### src/rtl/bcd_display_controller.sv
// bcd_display_controller: multi-cycle double-dabble binary-to-BCD converter with
// saturation, leading-zero blanking and outputs that change only on commit.
module bcd_display_controller #(
  parameter int BIN_WIDTH  = 14,
  parameter int NUM_DIGITS = 4
) (
  input  logic                    clk,
  input  logic                    reset,
  input  logic                    start,
  input  logic [BIN_WIDTH-1:0]    value,
  output logic                    busy,
  output logic                    done,
  output logic                    overflow,
  output logic [4*NUM_DIGITS-1:0] digits,
  output logic [NUM_DIGITS-1:0]   blank
);
  localparam int BW = 4*NUM_DIGITS;
  localparam int CW = $clog2(BIN_WIDTH+1);
  localparam int MAX_I = 10**NUM_DIGITS - 1;
  localparam logic [BIN_WIDTH:0] MAX_V = MAX_I[BIN_WIDTH:0];
  localparam logic [NUM_DIGITS-1:0] BLANK_RST = {{(NUM_DIGITS-1){1'b1}}, 1'b0};

  typedef enum logic [1:0] {IDLE, SHIFT, COMMIT} state_t;

  state_t                r_state, w_next;
  logic [BIN_WIDTH-1:0]  r_bin;
  logic [BW-1:0]         r_bcd, w_adj;
  logic [CW-1:0]         r_cnt;
  logic                  r_ovf;
  logic                  w_sat, w_last, w_accept;
  logic [NUM_DIGITS-1:0] w_blank;

  // compare one bit wider than the input so the limit never wraps
  assign w_sat    = {1'b0, value} > MAX_V;
  assign w_last   = r_cnt == CW'(BIN_WIDTH-1);
  assign w_accept = (r_state == IDLE) && start;
  assign busy     = r_state != IDLE;

  genvar i;
  generate
    for (i = 0; i < NUM_DIGITS; i++) begin : g_dig
      assign w_adj[4*i +: 4] = (r_bcd[4*i +: 4] >= 4'd5) ? r_bcd[4*i +: 4] + 4'd3 : r_bcd[4*i +: 4];
      if (i == 0) begin : g_lsd
        assign w_blank[i] = 1'b0;
      end else begin : g_hi
        assign w_blank[i] = r_bcd[BW-1:4*i] == '0;
      end
    end
  endgenerate

  always_ff @(posedge clk or posedge reset)
    if (reset) r_state <= IDLE;
    else       r_state <= w_next;

  always_comb begin
    w_next = r_state;
    w_next = (r_state == IDLE)  ? (start ? SHIFT : IDLE) :
             (r_state == SHIFT) ? (w_last ? COMMIT : SHIFT) : IDLE;
  end

  always_ff @(posedge clk or posedge reset)
    if (reset) begin
      r_bin    <= '0;
      r_bcd    <= '0;
      r_cnt    <= '0;
      r_ovf    <= 1'b0;
      done     <= 1'b0;
      overflow <= 1'b0;
      digits   <= '0;
      blank    <= BLANK_RST;
    end else begin
      done <= r_state == COMMIT;
      if (w_accept) begin
        r_bin <= w_sat ? MAX_V[BIN_WIDTH-1:0] : value;
        r_bcd <= '0;
        r_cnt <= '0;
        r_ovf <= w_sat;
      end else if (r_state == SHIFT) begin
        {r_bcd, r_bin} <= {w_adj, r_bin} << 1;
        r_cnt          <= r_cnt + CW'(1);
      end else if (r_state == COMMIT) begin
        digits   <= r_bcd;
        blank    <= w_blank;
        overflow <= r_ovf;
      end
    end
endmodule
### config.mk
export PLATFORM = sky130hd
export DESIGN_NAME = bcd_display_controller
export DESIGN_NICKNAME = d
export VERILOG_FILES = /design/src/rtl/bcd_display_controller.sv
export SDC_FILE = /design/constraint.sdc
export NUM_CORES = 1
export LEC_CHECK = 0
export ABC_AREA = 0
export ABC_CLOCK_PERIOD_IN_PS = 2000
export CAP_MARGIN = 15
export CORE_MARGIN = 1
export CORE_UTILIZATION = 39
export DETAILED_ROUTE_END_ITERATION = 7
export PLACE_DENSITY_LB_ADDON = 0.25
export SYNTH_ARGS = -nofsm -noshare
export SYNTH_HDL_FRONTEND = slang
export SYNTH_SLANG_ARGS = --single-unit
### constraint.sdc
create_clock -name clk -period 2 [get_ports clk]
set_clock_uncertainty 0.2 [all_clocks]
set_input_delay 0.4 -clock clk [delete_from_list [all_inputs] [get_ports clk]]
set_output_delay 0.4 -clock clk [all_outputs]
set_load 0.02 [all_outputs]
Word level (Yosys, flattened, before mapping)
Cells that the tools add are included.
{"block": "classes", "n_reduce_logical": 8, "eq_ne": 3, "bitwise": 2, "n_addsub": 5, "mux": 15, "n_lt_le_gt_ge": 5}
{"op": "two-way mux 14 bit", "n": 3}
{"op": "two-way mux 16 bit", "n": 2}
{"op": "two-way mux 4 bit", "n": 5}
{"op": "greater-or-equal comparator 4 x 3 -> 1 bit (second input constant)", "n": 4}
{"op": "greater-than comparator 14 bit (second input constant)", "n": 1}
{"op": "adder 4 x 2 -> 4 bit (second input constant)", "n": 3}
{"op": "logical NOT 12 bit", "n": 1}
{"op": "logical NOT 8 bit", "n": 1}
{"op": "two-way mux 2 bit", "n": 3}
{"op": "adder 4 x 1 -> 4 bit (second input constant)", "n": 1}
{"op": "equality test 4 bit (second input constant)", "n": 1}
{"op": "logical NOT 4 bit", "n": 1}
{"op": "nonzero test 2 bit", "n": 2}
{"op": "adder 3 x 2 -> 3 bit (second input constant)", "n": 1}
{"op": "two-way mux 3 bit", "n": 1}
{"op": "AND reduction 3 bit", "n": 1}
{"op": "equality test 2 x 1 -> 1 bit (second input constant)", "n": 1}
{"op": "equality test 2 bit (second input constant)", "n": 1}
{"op": "logical NOT 2 bit", "n": 1}
{"op": "inverter 1 bit", "n": 2}
{"op": "logical AND 1 bit", "n": 1}
{"op": "two-way mux 1 bit", "n": 1}
{"block": "totals", "word_cells": 47, "in_bits": 17, "regBits": 58, "out_inout_bits": 23}

Logic depth before layout (Yosys ltp)
{"block": "depth", "word_depth": 4, "mapped_depth": 6, "depth_no_buf": 6}

Worst setup path after synthesis
Ideal clock, no wire load.
{"block": "synth_path", "kind": "register -> register", "startpoint": "register r_bcd[4]", "endpoint": "register r_bcd[6]", "setup_time_ns": 0.083, "arrival_time_ns": 1.456, "setup_slack_ns": 0.261, "path_buffers": 0, "period_less_slack_ns": 1.739, "required_ns": 1.717, "path_stages_with_launch": 7, "path_cell_list": "dfrtp_1 inv_1 ha_1 nand2b_1 a21oi_1 mux2_2 o21ai_0"}
{"block": "synth_between", "elab_chain_len": 4, "elab_cells_between_ends": 5, "classes_between": "add/sub: 1; order compare: 1; mux: 3"}
{"item": "start: declaration", "line": "27", "text": "logic [BW-1:0] r_bcd, w_adj;"}
{"item": "start signal: assignment", "line": "79", "text": "{r_bcd, r_bin} <= {w_adj, r_bin} << 1;"}
{"item": "adder 4 x 2 -> 4 bit / greater-or-equal comparator 4 x 3 -> 1 bit (equally long branches)", "line": "42", "text": "assign w_adj[4*i +: 4] = (r_bcd[4*i +: 4] >= 4'd5) ? r_bcd[4*i +: 4] + 4'd3 : r_bcd[4*i +: 4];"}
{"item": "two-way mux 4 bit *", "line": "42"}
{"item": "two-way mux 16 bit *", "line": "78", "text": "end else if (r_state == SHIFT) begin"}
{"item": "two-way mux 16 bit *", "line": "73", "text": "if (w_accept) begin"}
Every way passes the cells marked *; elsewhere a longest branch is shown, timed or not. The select of a mux whose other input is x is not followed.
A chain may end at the register's enable or synchronous reset.

Final worst setup path
{"block": "layout_path", "startpoint": "register r_state[1]", "endpoint": "output port busy"}
{"block": "layout_between", "elab_chain_len": 1}
{"item": "start: declaration", "line": "25", "text": "state_t r_state, w_next;"}
{"item": "start signal: assignment", "line": "53", "text": "else r_state <= w_next;"}
{"item": "nonzero test 2 bit", "line": "37", "text": "assign busy = r_state != IDLE;"}
{"item": "end: declaration", "line": "11", "text": "output logic busy,"}
Every way passes these cells.

==> impl_results.html <==
<table>
<tr><th>Metric</th><th>Value</th></tr>
<tr><th colspan="2">Outcome</th></tr>
<tr><td>Status</td><td>finished, final reports clean</td></tr>
<tr><th colspan="2">STA</th></tr>
<tr><td>Time the worst path needs with I/O delays and setup</td><td>1.919 ns</td></tr>
<tr><td>Count of final hold-check violations</td><td>0</td></tr>
<tr><td>Tcrit/Tclk final</td><td>95.96%</td></tr>
<tr><td>Final number of max-transition violations</td><td>0</td></tr>
<tr><td>Number of failing setup endpoints in the final timing report</td><td>0</td></tr>
<tr><td>RSZ-0062 raised after global routing</td><td>no</td></tr>
<tr><td>Worst rel slew slack</td><td>63.69%</td></tr>
<tr><td>Fmax</td><td>521.1 MHz</td></tr>
<tr><td>Worst setup margin</td><td>0.08084 ns</td></tr>
<tr><td>Measured slew at the worst slew-check pin</td><td>0.5447 ns</td></tr>
<tr><th colspan="2">Clock tree</th></tr>
<tr><td>CTS tree</td><td>built</td></tr>
<tr><td>Buffers from clock root to sink, at most</td><td>2</td></tr>
<tr><td>Clock root buffer</td><td>clkbuf_8</td></tr>
<tr><td>Clock insertion delay at the later pin of the skew report</td><td>0.34 ns</td></tr>
<tr><td>Clock edge transition at the registers on the reported setup and hold paths</td><td>0.06 ns</td></tr>
<tr><td>Number of buffers added by the clock tree synthesis step</td><td>9</td></tr>
<tr><td>CTS H-Tree Depth</td><td>3</td></tr>
<tr><td>Count of hold buffers inserted by post-cts repair</td><td>0</td></tr>
<tr><td>Sink count of the clock tree</td><td>58</td></tr>
<tr><th colspan="2">Critical path</th></tr>
<tr><td>Count of buffering cells on the critical path with inverters included</td><td>1</td></tr>
<tr><td>Worst reg2reg path depth</td><td>6</td></tr>
<tr><td>Type of element capturing the critical path</td><td>output pin</td></tr>
<tr><td>Worst reg2reg path endpoint</td><td>r_bcd[14]</td></tr>
<tr><td>Startpoint kind of the worst setup timing path</td><td>flop</td></tr>
<tr><td>Data arrival time of the critical path</td><td>1.32 ns</td></tr>
<tr><td>Critical Path, Cell by Cell</td><td>or2_2 &gt; dlygate4sd2_1</td></tr>
<tr><td>Data required time at the worst endpoint</td><td>1.40 ns</td></tr>
<tr><td>Crit path max fanout</td><td>2</td></tr>
<tr><td>Critical-path top delay cell</td><td>dfrtp_1</td></tr>
<tr><td>Critical path's top delay family</td><td>flip-flops</td></tr>
<tr><td>Minimum setup slack among reg-to-reg paths</td><td>0.15 ns</td></tr>
<tr><td>Launch instance of the worst register-to-register path</td><td>r_bcd[12]</td></tr>
<tr><td>Worst Path Class, Setup</td><td>flop to output pin</td></tr>
<tr><td>Worst setup path startpoint</td><td>r_state[1]</td></tr>
<tr><td>Slowest stage delay, CP</td><td>0.37 ns</td></tr>
<tr><th colspan="2">Min path</th></tr>
<tr><td>Beginning of the worst hold path</td><td>blank[3]</td></tr>
<tr><td>Number of cells traversed by the worst hold path</td><td>2</td></tr>
<tr><td>Class of the tightest hold or removal check</td><td>flop to flop</td></tr>
<tr><td>Worst Hold End</td><td>blank[3]</td></tr>
<tr><th colspan="2">Route</th></tr>
<tr><td>Total number of vias</td><td>2,107</td></tr>
<tr><td>1st-pass router iterations</td><td>4</td></tr>
<tr><td>DRC errors left</td><td>0</td></tr>
<tr><td>Routed wire length</td><td>5652 µm</td></tr>
<tr><td>Wire per inst</td><td>13.05 µm</td></tr>
<tr><td>Number of antenna-violating nets in the routed design</td><td>0</td></tr>
<tr><td>Number of DRC violations after detailed-routing iteration 0</td><td>97</td></tr>
<tr><td>DR vias/cell</td><td>4.866</td></tr>
<tr><th colspan="2">Floorplan</th></tr>
<tr><td>Chip height</td><td>86.05 µm</td></tr>
<tr><td>Placeable Area</td><td>6794 µm²</td></tr>
<tr><td>Initial core utilization</td><td>40.55%</td></tr>
<tr><td>Top Ports</td><td>40</td></tr>
<tr><td>Row count</td><td>30</td></tr>
<tr><td>Width of the die</td><td>86.05 µm</td></tr>
<tr><td>Area enclosed by the die boundary</td><td>7405 µm²</td></tr>
<tr><th colspan="2">Pwr</th></tr>
<tr><td>Power density relative to cell area</td><td>1576 nW/µm²</td></tr>
<tr><td>Logic gate share of total power</td><td>42.8%</td></tr>
<tr><td>Switching Power</td><td>2.046 mW</td></tr>
<tr><td>Part of the total power dissipated in the clock network</td><td>19.7%</td></tr>
<tr><td>Net Sw Frac</td><td>37.11%</td></tr>
<tr><td>Part of the total power dissipated in sequential elements</td><td>37.5%</td></tr>
<tr><td>Highest ir drop seen on vdd</td><td>0.6199 mV</td></tr>
<tr><td>Final Total Pwr</td><td>5.512 mW</td></tr>
<tr><td>Internal power contribution</td><td>3.466 mW</td></tr>
<tr><td>Static Leakage</td><td>1.567 nW</td></tr>
<tr><th colspan="2">Synthesis</th></tr>
<tr><td>Fraction of registers with async set or reset after synthesis</td><td>100.0%</td></tr>
<tr><td>Top FF cell, synth</td><td>dfrtp_1</td></tr>
<tr><td>Post-synthesis cell type with the largest combined area</td><td>dfrtp_1</td></tr>
<tr><td>Net Count, Synth</td><td>312</td></tr>
<tr><td>Most common cell in the netlist</td><td>nand2_1</td></tr>
<tr><td>Top cells by count, synth</td><td>nand2_1, dfrtp_1, o21ai_0, a21oi_1, inv_1</td></tr>
<tr><td>Post-synth EDFFs</td><td>0</td></tr>
<tr><td>Count of yosys warnings during synthesis</td><td>0</td></tr>
<tr><td>Number of synthesized register bits</td><td>58</td></tr>
<tr><td>Register area share after synthesis</td><td>52.82%</td></tr>
<tr><td>Syn Std Cell Area</td><td>2755 µm²</td></tr>
<tr><td>Per-instance average area after synthesis</td><td>9.701 µm²</td></tr>
<tr><td>Area share of the largest cell type after synthesis</td><td>49.95%</td></tr>
<tr><td>Post-Synthesis Cells</td><td>284</td></tr>
<tr><td>Leading post-synthesis cells by cell area</td><td>dfrtp_1, nand2_1, o21ai_0</td></tr>
<tr><td>Yosys cell types</td><td>38</td></tr>
<tr><th colspan="2">Cells and area</th></tr>
<tr><td>Inserted Diodes</td><td>0</td></tr>
<tr><td>Syn-to-layout area delta</td><td>26.98%</td></tr>
<tr><td>Share of post-route cells with drive strength above 1</td><td>11.57%</td></tr>
<tr><td>Nets</td><td>360</td></tr>
<tr><th colspan="2">Placed design</th></tr>
<tr><td>Final HPWL DP</td><td>3946 µm</td></tr>
<tr><td>IO buf count</td><td>38</td></tr>
<tr><td>Minimum setup slack after placement</td><td>-0.1771 ns</td></tr>
<tr><td>GPL Wtd Cong</td><td>0.8101</td></tr>
<tr><th colspan="2">Global routing</th></tr>
<tr><td>Overall overflow remaining after global route</td><td>0</td></tr>
<tr><td>Maximum number of pins on one net before global-route repair</td><td>59</td></tr>
<tr><td>Via count of the first global-routing pass</td><td>2,091</td></tr>
<tr><td>Antenna violations before repair</td><td>0</td></tr>
<tr><td>Wire length of the first global-routing pass</td><td>9942 µm</td></tr>
<tr><td>Global-route usage over all layers</td><td>17.65%</td></tr>
<tr><th colspan="2">Run</th></tr>
<tr><td>Max-capacitance violation count</td><td>0</td></tr>
</table>
[registers in the layout, summed over array words and instances (netlist names)]
name / flops
digits: 16
r_ovf: 1
r_state: 2
r_bcd: 16
r_cnt: 4
done: 1
overflow: 1
r_bin: 14
blank: 3
[tightest hold or removal path: cells and delay by family (launching register included)]
family	cells	cell delay, ns
flops	1	0.36
simple gates	2	0.10
[per-layer routing]
metal / GRT usage, % / up-vias / share of wire (%)
met4: 9.545 / 0 / 2.2
met2: 27.20 / 44 / 45
met1: 23.61 / 981 / 50
met3: 3.176 / 10 / 2.9
met5: 0 / - / 0
li1: - / 1072 / -
[worst max-delay path by stage]
stage	end	cells after the start
final	busy	2
after global routing	r_bcd[14]	6
after CTS	busy	2
after detailed placement	r_bin[3]	5
after global placement	r_bin[0]	5
after floorplan	r_bcd[6]	6
[stage by stage]
step	TNS (ns)	hold WS [ns]	instances	cell area, µm²	util, %
6_report	0	0.2585	433	3498	51.49
2_1_floorplan	0	0.2386	284	2759	-
3_5_place_dp	-1.039	0.2532	417	3302	48.60
5_1_grt	0	0.2818	433	3498	51.49
4_1_cts	0	0.2624	433	3495	51.44
3_3_place_gp	-0.7868	0.2515	417	3302	48.60
[timing repair]
item                       4_1_cts  5_1_grt
gates resized for setup          4        1
setup endpoints to repair        4        1
setup buffers                    0        0
gates cloned                     0        0
[placed cells by master, fill, tap and decap left out, types with 3 or more instances in the layout]
cell             instances
a22oi_1                  5
dlygate4sd2_1            4
nand2_1                 56
nor2_1                   6
mux2_2                   3
clkbuf_8                11
dfstp_2                  3
buf_4                   12
xnor2_1                  4
a32o_1                   4
mux2i_1                  4
nand3_1                 13
clkdlybuf4s50_1         34
a21oi_1                 18
nand2b_1                 7
clkbuf_1                 3
inv_1                   13
o21ai_0                 29
nand4_1                  3
ha_1                    11
nor2_2                   3
o31ai_1                  5
o22ai_1                  4
dfrtp_1                 55
[layout make-up]
class | count | area (µm²)
Clock buffer | 14 | 162.7
Clock inverter | 2 | 35.03
Fill cell | 640 | 3296
Inverter | 14 | 56.30
Multi-Input combinational cell | 197 | 1164
Sequential cell | 58 | 1455
Tap cell | 96 | 120.1
Timing Repair Buffer | 52 | 505.5
[logic make-up after synthesis]
group	after synthesis	share of synthesized area, %
other	1	0.1361
buffers and inverters	29	5.086
flip-flops	58	52.82
XOR/XNOR	6	1.907
AND/OR/NAND/NOR	100	16.71
AO/OA/AOI/OAI	72	15.67
multiplexers	7	2.679
adder cells (fa/ha/maj)	11	4.995
[power groups by stage]
| stage | clock network (mW) | logic [mW] | registers, mW |
|---|---|---|---|
| CTS | 1.12 | 2.37 | 2.07 |
| global route | 1.17 | 2.67 | 2.15 |
| global placement | 0 | 2.32 | 2.08 |
| finish | 1.09 | 2.36 | 2.07 |
| detailed placement | 0 | 2.38 | 2.09 |
| floorplan | 0 | 1.41 | 2.21 |
(Power assumes the default switching activity.)
